===== config.mk =====
export PLATFORM = sky130hd
export DESIGN_NAME = float_add_arbiter_flat
export DESIGN_NICKNAME = d
export VERILOG_FILES = /design/src/rtl/float_add_arbiter_if.sv /design/src/rtl/float_add_arbiter.sv /design/src/flat_wrapper.sv
export SDC_FILE = /design/constraint.sdc
export NUM_CORES = 1
export LEC_CHECK = 0
export CAP_MARGIN = 20
export CELL_PAD_IN_SITES_DETAIL_PLACEMENT = 1
export CELL_PAD_IN_SITES_GLOBAL_PLACEMENT = 2
export CORE_AREA = 2 2 230 232
export CTS_CLUSTER_DIAMETER = 200
export DETAILED_ROUTE_END_ITERATION = 12
export DIE_AREA = 0 0 232 234
export MAX_ROUTING_LAYER = met4
export PLACE_DENSITY_LB_ADDON = 0.15
export SLEW_MARGIN = 10
export SYNTH_ARGS = -nofsm -noshare
export SYNTH_HDL_FRONTEND = slang
export SYNTH_SLANG_ARGS = --single-unit

===== constraint.sdc =====
create_clock -name clk -period 5 [get_ports clk]
set_clock_uncertainty 0.2 [all_clocks]
set_input_delay 1.5 -clock clk [delete_from_list [all_inputs] [get_ports clk]]
set_output_delay 1.5 -clock clk [all_outputs]
set_load 0.01 [all_outputs]

===== src/rtl/float_add_arbiter_if.sv =====
// Handshake bundle between two requesters, the arbiter and the shared dual adder.
// The slave modport is the arbiter's view; master is the surrounding logic.
interface float_add_arbiter_if #(
    parameter int unsigned DATA_W    = 32,
    parameter int unsigned TAG_DEPTH = 16
);
    localparam int unsigned CntW = $clog2(TAG_DEPTH) + 1;

    logic              req0_valid;
    logic              req0_ready;
    logic [DATA_W-1:0] req0_a1;
    logic [DATA_W-1:0] req0_b1;
    logic [DATA_W-1:0] req0_a2;
    logic [DATA_W-1:0] req0_b2;

    logic              req1_valid;
    logic              req1_ready;
    logic [DATA_W-1:0] req1_a1;
    logic [DATA_W-1:0] req1_b1;
    logic [DATA_W-1:0] req1_a2;
    logic [DATA_W-1:0] req1_b2;

    logic              add_ready;
    logic              add_valid;
    logic [DATA_W-1:0] add_din1_A;
    logic [DATA_W-1:0] add_din1_B;
    logic [DATA_W-1:0] add_din2_A;
    logic [DATA_W-1:0] add_din2_B;
    logic              add_done;
    logic [DATA_W-1:0] add_dout1;
    logic [DATA_W-1:0] add_dout2;

    logic              rsp0_valid;
    logic [DATA_W-1:0] rsp0_dout1;
    logic [DATA_W-1:0] rsp0_dout2;
    logic              rsp1_valid;
    logic [DATA_W-1:0] rsp1_dout1;
    logic [DATA_W-1:0] rsp1_dout2;

    logic [CntW-1:0]   inflight;
    logic              err_orphan;

    modport slave (
        input  req0_valid, req0_a1, req0_b1, req0_a2, req0_b2,
        input  req1_valid, req1_a1, req1_b1, req1_a2, req1_b2,
        output req0_ready, req1_ready,
        input  add_ready, add_done, add_dout1, add_dout2,
        output add_valid, add_din1_A, add_din1_B, add_din2_A, add_din2_B,
        output rsp0_valid, rsp0_dout1, rsp0_dout2,
        output rsp1_valid, rsp1_dout1, rsp1_dout2,
        output inflight, err_orphan
    );

    modport master (
        output req0_valid, req0_a1, req0_b1, req0_a2, req0_b2,
        output req1_valid, req1_a1, req1_b1, req1_a2, req1_b2,
        input  req0_ready, req1_ready,
        output add_ready, add_done, add_dout1, add_dout2,
        input  add_valid, add_din1_A, add_din1_B, add_din2_A, add_din2_B,
        input  rsp0_valid, rsp0_dout1, rsp0_dout2,
        input  rsp1_valid, rsp1_dout1, rsp1_dout2,
        input  inflight, err_orphan
    );
endinterface


===== src/rtl/float_add_arbiter.sv =====
// Round-robin share of one dual float adder between two requesters. A 1-bit tag FIFO
// remembers who issued each in-flight operation so results are steered back in order.
module float_add_arbiter #(
    parameter int unsigned DATA_W    = 32,
    parameter int unsigned TAG_DEPTH = 16
) (
    input logic                clk,
    input logic                rst,
    float_add_arbiter_if.slave bus
);
    localparam int unsigned PtrW = $clog2(TAG_DEPTH);
    localparam int unsigned CntW = PtrW + 1;

    logic [TAG_DEPTH-1:0] tag_mem_q, tag_mem_d;
    logic [PtrW-1:0]      wr_ptr_q, wr_ptr_d;
    logic [PtrW-1:0]      rd_ptr_q, rd_ptr_d;
    logic [CntW-1:0]      count_q, count_d;
    logic                 prio_q, prio_d;
    logic                 err_orphan_q, err_orphan_d;
    logic                 rsp0_valid_q, rsp0_valid_d;
    logic                 rsp1_valid_q, rsp1_valid_d;
    logic [DATA_W-1:0]    rsp0_dout1_q, rsp0_dout1_d;
    logic [DATA_W-1:0]    rsp0_dout2_q, rsp0_dout2_d;
    logic [DATA_W-1:0]    rsp1_dout1_q, rsp1_dout1_d;
    logic [DATA_W-1:0]    rsp1_dout2_q, rsp1_dout2_d;

    logic tag_full, tag_empty;
    logic elig0, elig1, gnt0, gnt1;
    logic push, pop, head_tag;

    // Full blocks grants outright, even when a pop frees a slot this cycle.
    always_comb begin
        tag_full  = (count_q == CntW'(TAG_DEPTH));
        tag_empty = (count_q == '0);
        elig0     = bus.req0_valid & bus.add_ready & ~tag_full;
        elig1     = bus.req1_valid & bus.add_ready & ~tag_full;
        gnt0      = elig0 & (~elig1 | ~prio_q);
        gnt1      = elig1 & (~elig0 | prio_q);
        push      = gnt0 | gnt1;
        pop       = bus.add_done & ~tag_empty;
        head_tag  = tag_mem_q[rd_ptr_q];
    end

    always_comb begin
        bus.add_din1_A = '0;
        bus.add_din1_B = '0;
        bus.add_din2_A = '0;
        bus.add_din2_B = '0;
        if (gnt0) begin
            bus.add_din1_A = bus.req0_a1;
            bus.add_din1_B = bus.req0_b1;
            bus.add_din2_A = bus.req0_a2;
            bus.add_din2_B = bus.req0_b2;
        end else if (gnt1) begin
            bus.add_din1_A = bus.req1_a1;
            bus.add_din1_B = bus.req1_b1;
            bus.add_din2_A = bus.req1_a2;
            bus.add_din2_B = bus.req1_b2;
        end
    end

    always_comb begin
        tag_mem_d    = tag_mem_q;
        wr_ptr_d     = wr_ptr_q;
        rd_ptr_d     = rd_ptr_q;
        count_d      = count_q;
        prio_d       = prio_q;
        err_orphan_d = err_orphan_q;
        rsp0_valid_d = 1'b0;
        rsp1_valid_d = 1'b0;
        rsp0_dout1_d = rsp0_dout1_q;
        rsp0_dout2_d = rsp0_dout2_q;
        rsp1_dout1_d = rsp1_dout1_q;
        rsp1_dout2_d = rsp1_dout2_q;

        if (push) begin
            tag_mem_d[wr_ptr_q] = gnt1;
            wr_ptr_d            = wr_ptr_q + PtrW'(1);
            prio_d              = gnt0;
        end

        if (pop) begin
            rd_ptr_d = rd_ptr_q + PtrW'(1);
            if (head_tag) begin
                rsp1_valid_d = 1'b1;
                rsp1_dout1_d = bus.add_dout1;
                rsp1_dout2_d = bus.add_dout2;
            end else begin
                rsp0_valid_d = 1'b1;
                rsp0_dout1_d = bus.add_dout1;
                rsp0_dout2_d = bus.add_dout2;
            end
        end

        if (bus.add_done && tag_empty) begin
            err_orphan_d = 1'b1;
        end

        unique case ({push, pop})
            2'b10:   count_d = count_q + CntW'(1);
            2'b01:   count_d = count_q - CntW'(1);
            default: count_d = count_q;
        endcase
    end

    always_ff @(posedge clk) begin
        if (rst) begin
            tag_mem_q    <= '0;
            wr_ptr_q     <= '0;
            rd_ptr_q     <= '0;
            count_q      <= '0;
            prio_q       <= 1'b0;
            err_orphan_q <= 1'b0;
            rsp0_valid_q <= 1'b0;
            rsp1_valid_q <= 1'b0;
            rsp0_dout1_q <= '0;
            rsp0_dout2_q <= '0;
            rsp1_dout1_q <= '0;
            rsp1_dout2_q <= '0;
        end else begin
            tag_mem_q    <= tag_mem_d;
            wr_ptr_q     <= wr_ptr_d;
            rd_ptr_q     <= rd_ptr_d;
            count_q      <= count_d;
            prio_q       <= prio_d;
            err_orphan_q <= err_orphan_d;
            rsp0_valid_q <= rsp0_valid_d;
            rsp1_valid_q <= rsp1_valid_d;
            rsp0_dout1_q <= rsp0_dout1_d;
            rsp0_dout2_q <= rsp0_dout2_d;
            rsp1_dout1_q <= rsp1_dout1_d;
            rsp1_dout2_q <= rsp1_dout2_d;
        end
    end

    assign bus.req0_ready = gnt0;
    assign bus.req1_ready = gnt1;
    assign bus.add_valid  = push;
    assign bus.rsp0_valid = rsp0_valid_q;
    assign bus.rsp0_dout1 = rsp0_dout1_q;
    assign bus.rsp0_dout2 = rsp0_dout2_q;
    assign bus.rsp1_valid = rsp1_valid_q;
    assign bus.rsp1_dout1 = rsp1_dout1_q;
    assign bus.rsp1_dout2 = rsp1_dout2_q;
    assign bus.inflight   = count_q;
    assign bus.err_orphan = err_orphan_q;
endmodule


===== src/flat_wrapper.sv =====
// flat-port wrapper written by rule: the top's interface ports become plain ports
module float_add_arbiter_flat 
#(
    parameter int unsigned DATA_W    = 32,
    parameter int unsigned TAG_DEPTH = 16
)
  (clk, rst, bus_req0_valid, bus_req0_a1, bus_req0_b1, bus_req0_a2, bus_req0_b2, bus_req1_valid, bus_req1_a1, bus_req1_b1, bus_req1_a2, bus_req1_b2, bus_req0_ready, bus_req1_ready, bus_add_ready, bus_add_done, bus_add_dout1, bus_add_dout2, bus_add_valid, bus_add_din1_A, bus_add_din1_B, bus_add_din2_A, bus_add_din2_B, bus_rsp0_valid, bus_rsp0_dout1, bus_rsp0_dout2, bus_rsp1_valid, bus_rsp1_dout1, bus_rsp1_dout2, bus_inflight, bus_err_orphan);
  float_add_arbiter_if #(.DATA_W(DATA_W), .TAG_DEPTH(TAG_DEPTH)) bus_i ();
  input logic clk;
  input logic rst;
  input wire logic [$bits(bus_i.req0_valid)-1:0] bus_req0_valid;
  input wire logic [$bits(bus_i.req0_a1)-1:0] bus_req0_a1;
  input wire logic [$bits(bus_i.req0_b1)-1:0] bus_req0_b1;
  input wire logic [$bits(bus_i.req0_a2)-1:0] bus_req0_a2;
  input wire logic [$bits(bus_i.req0_b2)-1:0] bus_req0_b2;
  input wire logic [$bits(bus_i.req1_valid)-1:0] bus_req1_valid;
  input wire logic [$bits(bus_i.req1_a1)-1:0] bus_req1_a1;
  input wire logic [$bits(bus_i.req1_b1)-1:0] bus_req1_b1;
  input wire logic [$bits(bus_i.req1_a2)-1:0] bus_req1_a2;
  input wire logic [$bits(bus_i.req1_b2)-1:0] bus_req1_b2;
  output wire logic [$bits(bus_i.req0_ready)-1:0] bus_req0_ready;
  output wire logic [$bits(bus_i.req1_ready)-1:0] bus_req1_ready;
  input wire logic [$bits(bus_i.add_ready)-1:0] bus_add_ready;
  input wire logic [$bits(bus_i.add_done)-1:0] bus_add_done;
  input wire logic [$bits(bus_i.add_dout1)-1:0] bus_add_dout1;
  input wire logic [$bits(bus_i.add_dout2)-1:0] bus_add_dout2;
  output wire logic [$bits(bus_i.add_valid)-1:0] bus_add_valid;
  output wire logic [$bits(bus_i.add_din1_A)-1:0] bus_add_din1_A;
  output wire logic [$bits(bus_i.add_din1_B)-1:0] bus_add_din1_B;
  output wire logic [$bits(bus_i.add_din2_A)-1:0] bus_add_din2_A;
  output wire logic [$bits(bus_i.add_din2_B)-1:0] bus_add_din2_B;
  output wire logic [$bits(bus_i.rsp0_valid)-1:0] bus_rsp0_valid;
  output wire logic [$bits(bus_i.rsp0_dout1)-1:0] bus_rsp0_dout1;
  output wire logic [$bits(bus_i.rsp0_dout2)-1:0] bus_rsp0_dout2;
  output wire logic [$bits(bus_i.rsp1_valid)-1:0] bus_rsp1_valid;
  output wire logic [$bits(bus_i.rsp1_dout1)-1:0] bus_rsp1_dout1;
  output wire logic [$bits(bus_i.rsp1_dout2)-1:0] bus_rsp1_dout2;
  output wire logic [$bits(bus_i.inflight)-1:0] bus_inflight;
  output wire logic [$bits(bus_i.err_orphan)-1:0] bus_err_orphan;
  assign bus_i.req0_valid = bus_req0_valid;
  assign bus_i.req0_a1 = bus_req0_a1;
  assign bus_i.req0_b1 = bus_req0_b1;
  assign bus_i.req0_a2 = bus_req0_a2;
  assign bus_i.req0_b2 = bus_req0_b2;
  assign bus_i.req1_valid = bus_req1_valid;
  assign bus_i.req1_a1 = bus_req1_a1;
  assign bus_i.req1_b1 = bus_req1_b1;
  assign bus_i.req1_a2 = bus_req1_a2;
  assign bus_i.req1_b2 = bus_req1_b2;
  assign bus_req0_ready = bus_i.req0_ready;
  assign bus_req1_ready = bus_i.req1_ready;
  assign bus_i.add_ready = bus_add_ready;
  assign bus_i.add_done = bus_add_done;
  assign bus_i.add_dout1 = bus_add_dout1;
  assign bus_i.add_dout2 = bus_add_dout2;
  assign bus_add_valid = bus_i.add_valid;
  assign bus_add_din1_A = bus_i.add_din1_A;
  assign bus_add_din1_B = bus_i.add_din1_B;
  assign bus_add_din2_A = bus_i.add_din2_A;
  assign bus_add_din2_B = bus_i.add_din2_B;
  assign bus_rsp0_valid = bus_i.rsp0_valid;
  assign bus_rsp0_dout1 = bus_i.rsp0_dout1;
  assign bus_rsp0_dout2 = bus_i.rsp0_dout2;
  assign bus_rsp1_valid = bus_i.rsp1_valid;
  assign bus_rsp1_dout1 = bus_i.rsp1_dout1;
  assign bus_rsp1_dout2 = bus_i.rsp1_dout2;
  assign bus_inflight = bus_i.inflight;
  assign bus_err_orphan = bus_i.err_orphan;
  float_add_arbiter #(.DATA_W(DATA_W), .TAG_DEPTH(TAG_DEPTH)) u_core (.clk(clk), .rst(rst), .bus(bus_i));
endmodule

---- After elaboration in Yosys (flattened, before gate mapping) ----
Index checks and enable logic that the tools add are counted.
operators by class
  multiplexer cells ....................... 16
  equal/unequal tests ..................... 3
  reduce and logical (&&, ||, !) cells .... 7
  add/subtract/negate cells ............... 4
  bitwise operators ....................... 17
  order comparisons ....................... 3
operator list
  operator                                                           count
  two-way mux 32 bit                                                 8
  bitwise mux 16 bit                                                 1
  less-than comparator 4 x 5 -> 1 bit, second input constant         2
  case mux 5 bit (2 select lines)                                    1
  adder 4 x 1 -> 4 bit, second input constant                        2
  AND 1 bit                                                          7
  inverter 1 bit                                                     7
  adder 5 x 1 -> 5 bit, second input constant                        1
  equality test 5 bit, second input constant                         1
  logical NOT 5 bit                                                  1
  subtractor 5 x 1 -> 5 bit, second input constant                   1
  binary-select mux 1 bit (select 4 bit)                             1
  demux 1 bit (select 4 bit)                                         1
  greater-or-equal comparator 4 x 1 -> 1 bit, second input constant  1
  two-way mux 1 bit                                                  4
  AND reduction 2 bit                                                2
  bitwise OR 1 bit                                                   3
  equality test 2 x 1 -> 1 bit, second input constant                1
  equality test 2 bit, second input constant                         1
  logical AND 1 bit                                                  2
  nonzero test 2 bit                                                 1
  OR reduction 2 bit                                                 1
storage, ports and cells
  input port bits ......................... 326
  word-level logic and storage cells ...... 62
  register bits after elaboration ......... 161
  output and inout port bits .............. 267

---- Depth between registers and ports, before layout ----
  depth after elaboration ................. 9
  mapped depth ............................ 15
  mapped depth without buffers ............ 11

---- Worst setup path before layout ----
No wires, ideal clock.
  path kind ............................... input -> output
  start point ............................. in bus_add_ready
  end point ............................... out bus_add_din1_B[28]
  data arrival time ....................... 2.523 ns
  buffers on the path ..................... 2
  data required time ...................... 3.300 ns
  cell stages on the path ................. 5
  path slack .............................. 0.777 ns
  path through ............................ o211ai_2 a21oi_1 buf_2 buf_2 a22o_1
between the ends
  longest elaborated chain between the ends .. 7
  elaborated cells between the ends (all ways) .. 12
  those cells by class .................... 2 x mux; 10 x bitwise
RTL lines
  what                    RTL line                 text
  from (decl)             flat_wrapper.sv:23       input wire logic [$bits(bus_i.add_ready)-1:0] bus_add_ready;
  AND 1 bit (2 in a row)  float_add_arbiter.sv:35  elig0 = bus.req0_valid & bus.add_ready & ~tag_full;
  inverter 1 bit          float_add_arbiter.sv:38  gnt1 = elig1 & (~elig0 | prio_q);
  bitwise OR 1 bit        float_add_arbiter.sv:38
  AND 1 bit               float_add_arbiter.sv:38
  two-way mux 32 bit      float_add_arbiter.sv:54  end else if (gnt1) begin
  two-way mux 32 bit (*)  float_add_arbiter.sv:49  if (gnt0) begin
  to (decl)               flat_wrapper.sv:29       output wire logic [$bits(bus_i.add_din1_B)-1:0] bus_add_din1_B;
Every way passes the cells marked *; elsewhere a longest branch is shown, timed or not.

---- Final worst setup path ----
  start point ............................. in bus_req1_valid
  end point ............................... out bus_add_din2_A[16]
between the ends
  longest elaborated chain between the ends .. 6
  elaborated cells between the ends (all ways) .. 8
  those cells by class .................... 2 x mux; 6 x bitwise
RTL lines
  what                        RTL line                 text
  from (decl)                 flat_wrapper.sv:16       input wire logic [$bits(bus_i.req1_valid)-1:0] bus_req1_valid;
  AND 1 bit (*) (2 in a row)  float_add_arbiter.sv:36  elig1 = bus.req1_valid & bus.add_ready & ~tag_full;
  inverter 1 bit              float_add_arbiter.sv:37  gnt0 = elig0 & (~elig1 | ~prio_q);
  bitwise OR 1 bit            float_add_arbiter.sv:37
  AND 1 bit                   float_add_arbiter.sv:37
  two-way mux 32 bit (*)      float_add_arbiter.sv:49
  to (decl)                   flat_wrapper.sv:30       output wire logic [$bits(bus_i.add_din2_A)-1:0] bus_add_din2_A;
Marked as above.

==> key figures <==
Outcome
  – Status: complete, but fails checks
  – Failing checks: negative setup slack

Critical path
  – Crit-path slowest cell: clkdlybuf4s50_1
  – Critical-path cell list: clkdlybuf4s50_1 -> o211ai_2 -> a21oi_4 -> buf_12 -> buf_4 -> a22o_1 -> clkdlybuf4s50_1
  – Most frequent cell on the critical path: clkdlybuf4s50_1
  – Startpoint Class: primary input
  – CP Data Required Time: 3300 ps
  – Reg2reg path depth: 12
  – CP Capture Type: output pin
  – Arr. time, crit path: 3430 ps
  – CP peak stage delay: 550 ps
  – Crit Path Class: in -> out
  – Critical Path Fanout Max: 11

CTS
  – Clock transition at path regs: 60 ps
  – CTS tree: yes
  – Cts bufs inserted: 17
  – TritonCTS Sinks: 161
  – H-tree depth: 4
  – Root buffer cell: clkbuf_16
  – Buffer depth of the longest clock path: 2
  – Clk_lat worst skew: 440 ps
  – Hold buffers post-CTS: 0

Detailed routing
  – DR WL/cell: 25.8 um
  – DRT Wirelength: around 57000 um
  – Drt first-iter violations: 351
  – DR pass1 iterations: 4
  – Vias per Instance: ~4.2
  – Total number of vias: 9347
  – Antenna violation net count after detailed routing: 0
  – DR DRC count: 0

Yosys
  – Syn Area/Cell: 8.93 um^2
  – Post-synth EDFFs: 0
  – Yosys top cell area share: 0.392
  – Async SR Flop Fraction: 0
  – Post-synthesis sequential area ratio: 0.392
  – Mapped Cells: 921
  – Syn nets: 1256
  – Number of synthesized register bits: 161
  – Mapped Area: roughly 0.0082 mm^2
  – Synth area leaders: dfxtp_1, a22o_1, nand2b_1
  – Most common flop cell mapped by yosys: dfxtp_1
  – Most area-hungry cell type in the Yosys netlist: dfxtp_1
  – Synth unique cells: 51
  – Synth warn: 0

Global route
  – GRT Util Overall: 0.212
  – First-pass GRT wire length: 77300 um
  – Initial antenna violation count: 28
  – Overflow after GRT: 0
  – Largest net degree at the start of global routing: around 120
  – Number of global-route vias before repair: 9949

Placed design
  – # port buffers: 592
  – Placed inst area: between 0.01 and 0.015 mm^2
  – DP HPWL: 46600 um
  – Dpl cells: 2156
  – Post-Place Worst Slack: -307 ps
  – GPL Wtd Cong: ~0.91

Die
  – Die ar.: 0.0543 mm^2
  – Die H: 234 um
  – Die width: 232 um
  – I/O pin cnt: around 590
  – Row count: 84
  – Core area: around 0.052 mm^2
  – Initial Utilization: 0.158

STA
  – Worst hold slack: around 250 ps
  – Max-slew violation count: 0
  – Maximum clock rate: between 0.15 and 0.2 GHz
  – # setup viols final: 29
  – RSZ-0062 raised after global routing: yes
  – Fin crit share: 1.03
  – Post-route setup slack: -134 ps
  – Rel. slew slack: 0.441
  – Period minus WS final: 5130 ps
  – TNS Setup: -3250 ps
  – Final hold violation count: 0
  – Least-Margin Pin Slew: 838 ps

Finish
  – Commonest non-fill, non-tap cell in the layout: clkdlybuf4s50_1
  – Area Overhead vs Synth: 90.3%
  – Layout Cells excl Fill: 2217
  – Highest-count cells in the layout ignoring fill and taps: clkdlybuf4s50_1, dfxtp_1, nand2_1, nand2b_1, a22o_1
  – Design Area, Final: ~0.016 mm^2
  – Fraction of layout cells with a size suffix above 1: 0.0830
  – Nets: 1828

Pwr
  – PD cells: roughly 370 mW/mm^2
  – P_leak: 6.30 nW
  – Worst VDD drop: 0.000210 V

Job
  – Max Cap Violations: 0

Hold path
  – WHS Path Cells: 2
  – Hold Path Class: reg -> reg
layer usage:
layer,routed length [um],global-route usage,share of wire,up-vias
met5,0,-,0,-
met4,890,0.0405,0.016,0
met3,3930,0.0644,0.069,44
met2,30300,0.385,0.53,329
met1,22100,0.227,0.39,4578
li1,-,-,-,4396
synthesized netlist by cell type (2+ instances only):
library cell,number
a22o_1,129
mux2i_1,71
o21ai_0,15
o211ai_2,2
nand4_1,2
buf_12,7
xnor2_1,3
o21ai_1,2
nor2_1,18
inv_1,7
buf_6,8
nand2_1,141
a31oi_1,2
clkbuf_1,45
nand2b_1,132
buf_4,2
buf_2,21
buf_1,2
nand3_1,14
nor2b_1,3
nor3_1,2
dfxtp_1,161
mux2_2,3
ha_1,9
xor2_1,7
o22ai_1,2
or2_2,2
a21oi_1,85
a21o_1,2
registers in the layout, summed over array words and instances, names as in the netlist:
signal and count:
u_core.bus.rsp0_dout1 32, u_core.bus.rsp1_dout1 32, u_core.bus.rsp0_valid 1, u_core.rd_ptr_q 4
u_core.bus.inflight 5, u_core.bus.err_orphan 1, u_core.prio_q 1, u_core.wr_ptr_q 4
u_core.tag_mem_q 16, u_core.bus.rsp1_valid 1, u_core.bus.rsp1_dout2 32, u_core.bus.rsp0_dout2 32
final cells by class:
cell class / instances / area [um^2]
clock inverters: 11 / 153
multi-input cells: 667 / 4470
repair buffers: 638 / 6390
diodes: 23 / 57.6
inverters: 8 / 30.0
clock buffers: 21 / 470
flip-flops and latches: 161 / 3220
fillers: 6018 / 36400
well taps: 688 / 861
logic make-up (layout without fill, tap and decap cells):
family | count (synthesis) | count (layout) | synth area share
multiplexers | 76 | 76 | 0.0946
XOR/XNOR | 10 | 10 | 0.0106
AND/OR/NAND/NOR | 320 | 320 | 0.194
AO/OA/AOI/OAI | 252 | 252 | 0.228
adder cells (fa/ha/maj) | 9 | 9 | 0.0137
buffers and inverters | 93 | 678 | 0.0677
other | 0 | 23 | 0
flip-flops | 161 | 161 | 0.392
final timing paths:
check	start	to	slack [ps]
hold reg to reg	u_core.bus.rsp1_dout2[0]	u_core.bus.rsp1_dout2[0]	250
setup / recovery	bus_req1_valid	bus_add_din2_A[16]	-130
hold / removal	u_core.bus.rsp1_dout2[0]	u_core.bus.rsp1_dout2[0]	250
setup reg to reg	u_core.bus.inflight[1]	u_core.bus.inflight[4]	1520
repair_timing:
item,in CTS,in global routing
gates resized for setup,91,71
cloned,1,0
endpoints found under the setup margin,126,57
hold endpoints to repair,0,0
buffers inserted,3,2
pin swaps,0,0
per-stage QoR:
step                      power, mW   util
after floorplan                3.09      -
after global placement         4.43  0.288
after detailed placement       4.44  0.288
after CTS                      5.87  0.300
after global routing           6.08  0.300
final                          5.74  0.301
report_power, final:
part,internal [mW],switching [mW],total (mW)
clock,0.829,0.586,1.42
combinational,1.34,1.27,2.61
sequential,1.55,0.171,1.72
critical path: cells and delay by family:
| family | cells | cell delay, ps |
|---|---|---|
| buffers and inverters | 4 | 1430 |
| AOI/OAI and AO/OA | 3 | 480 |
(Power assumes the default switching activity.)
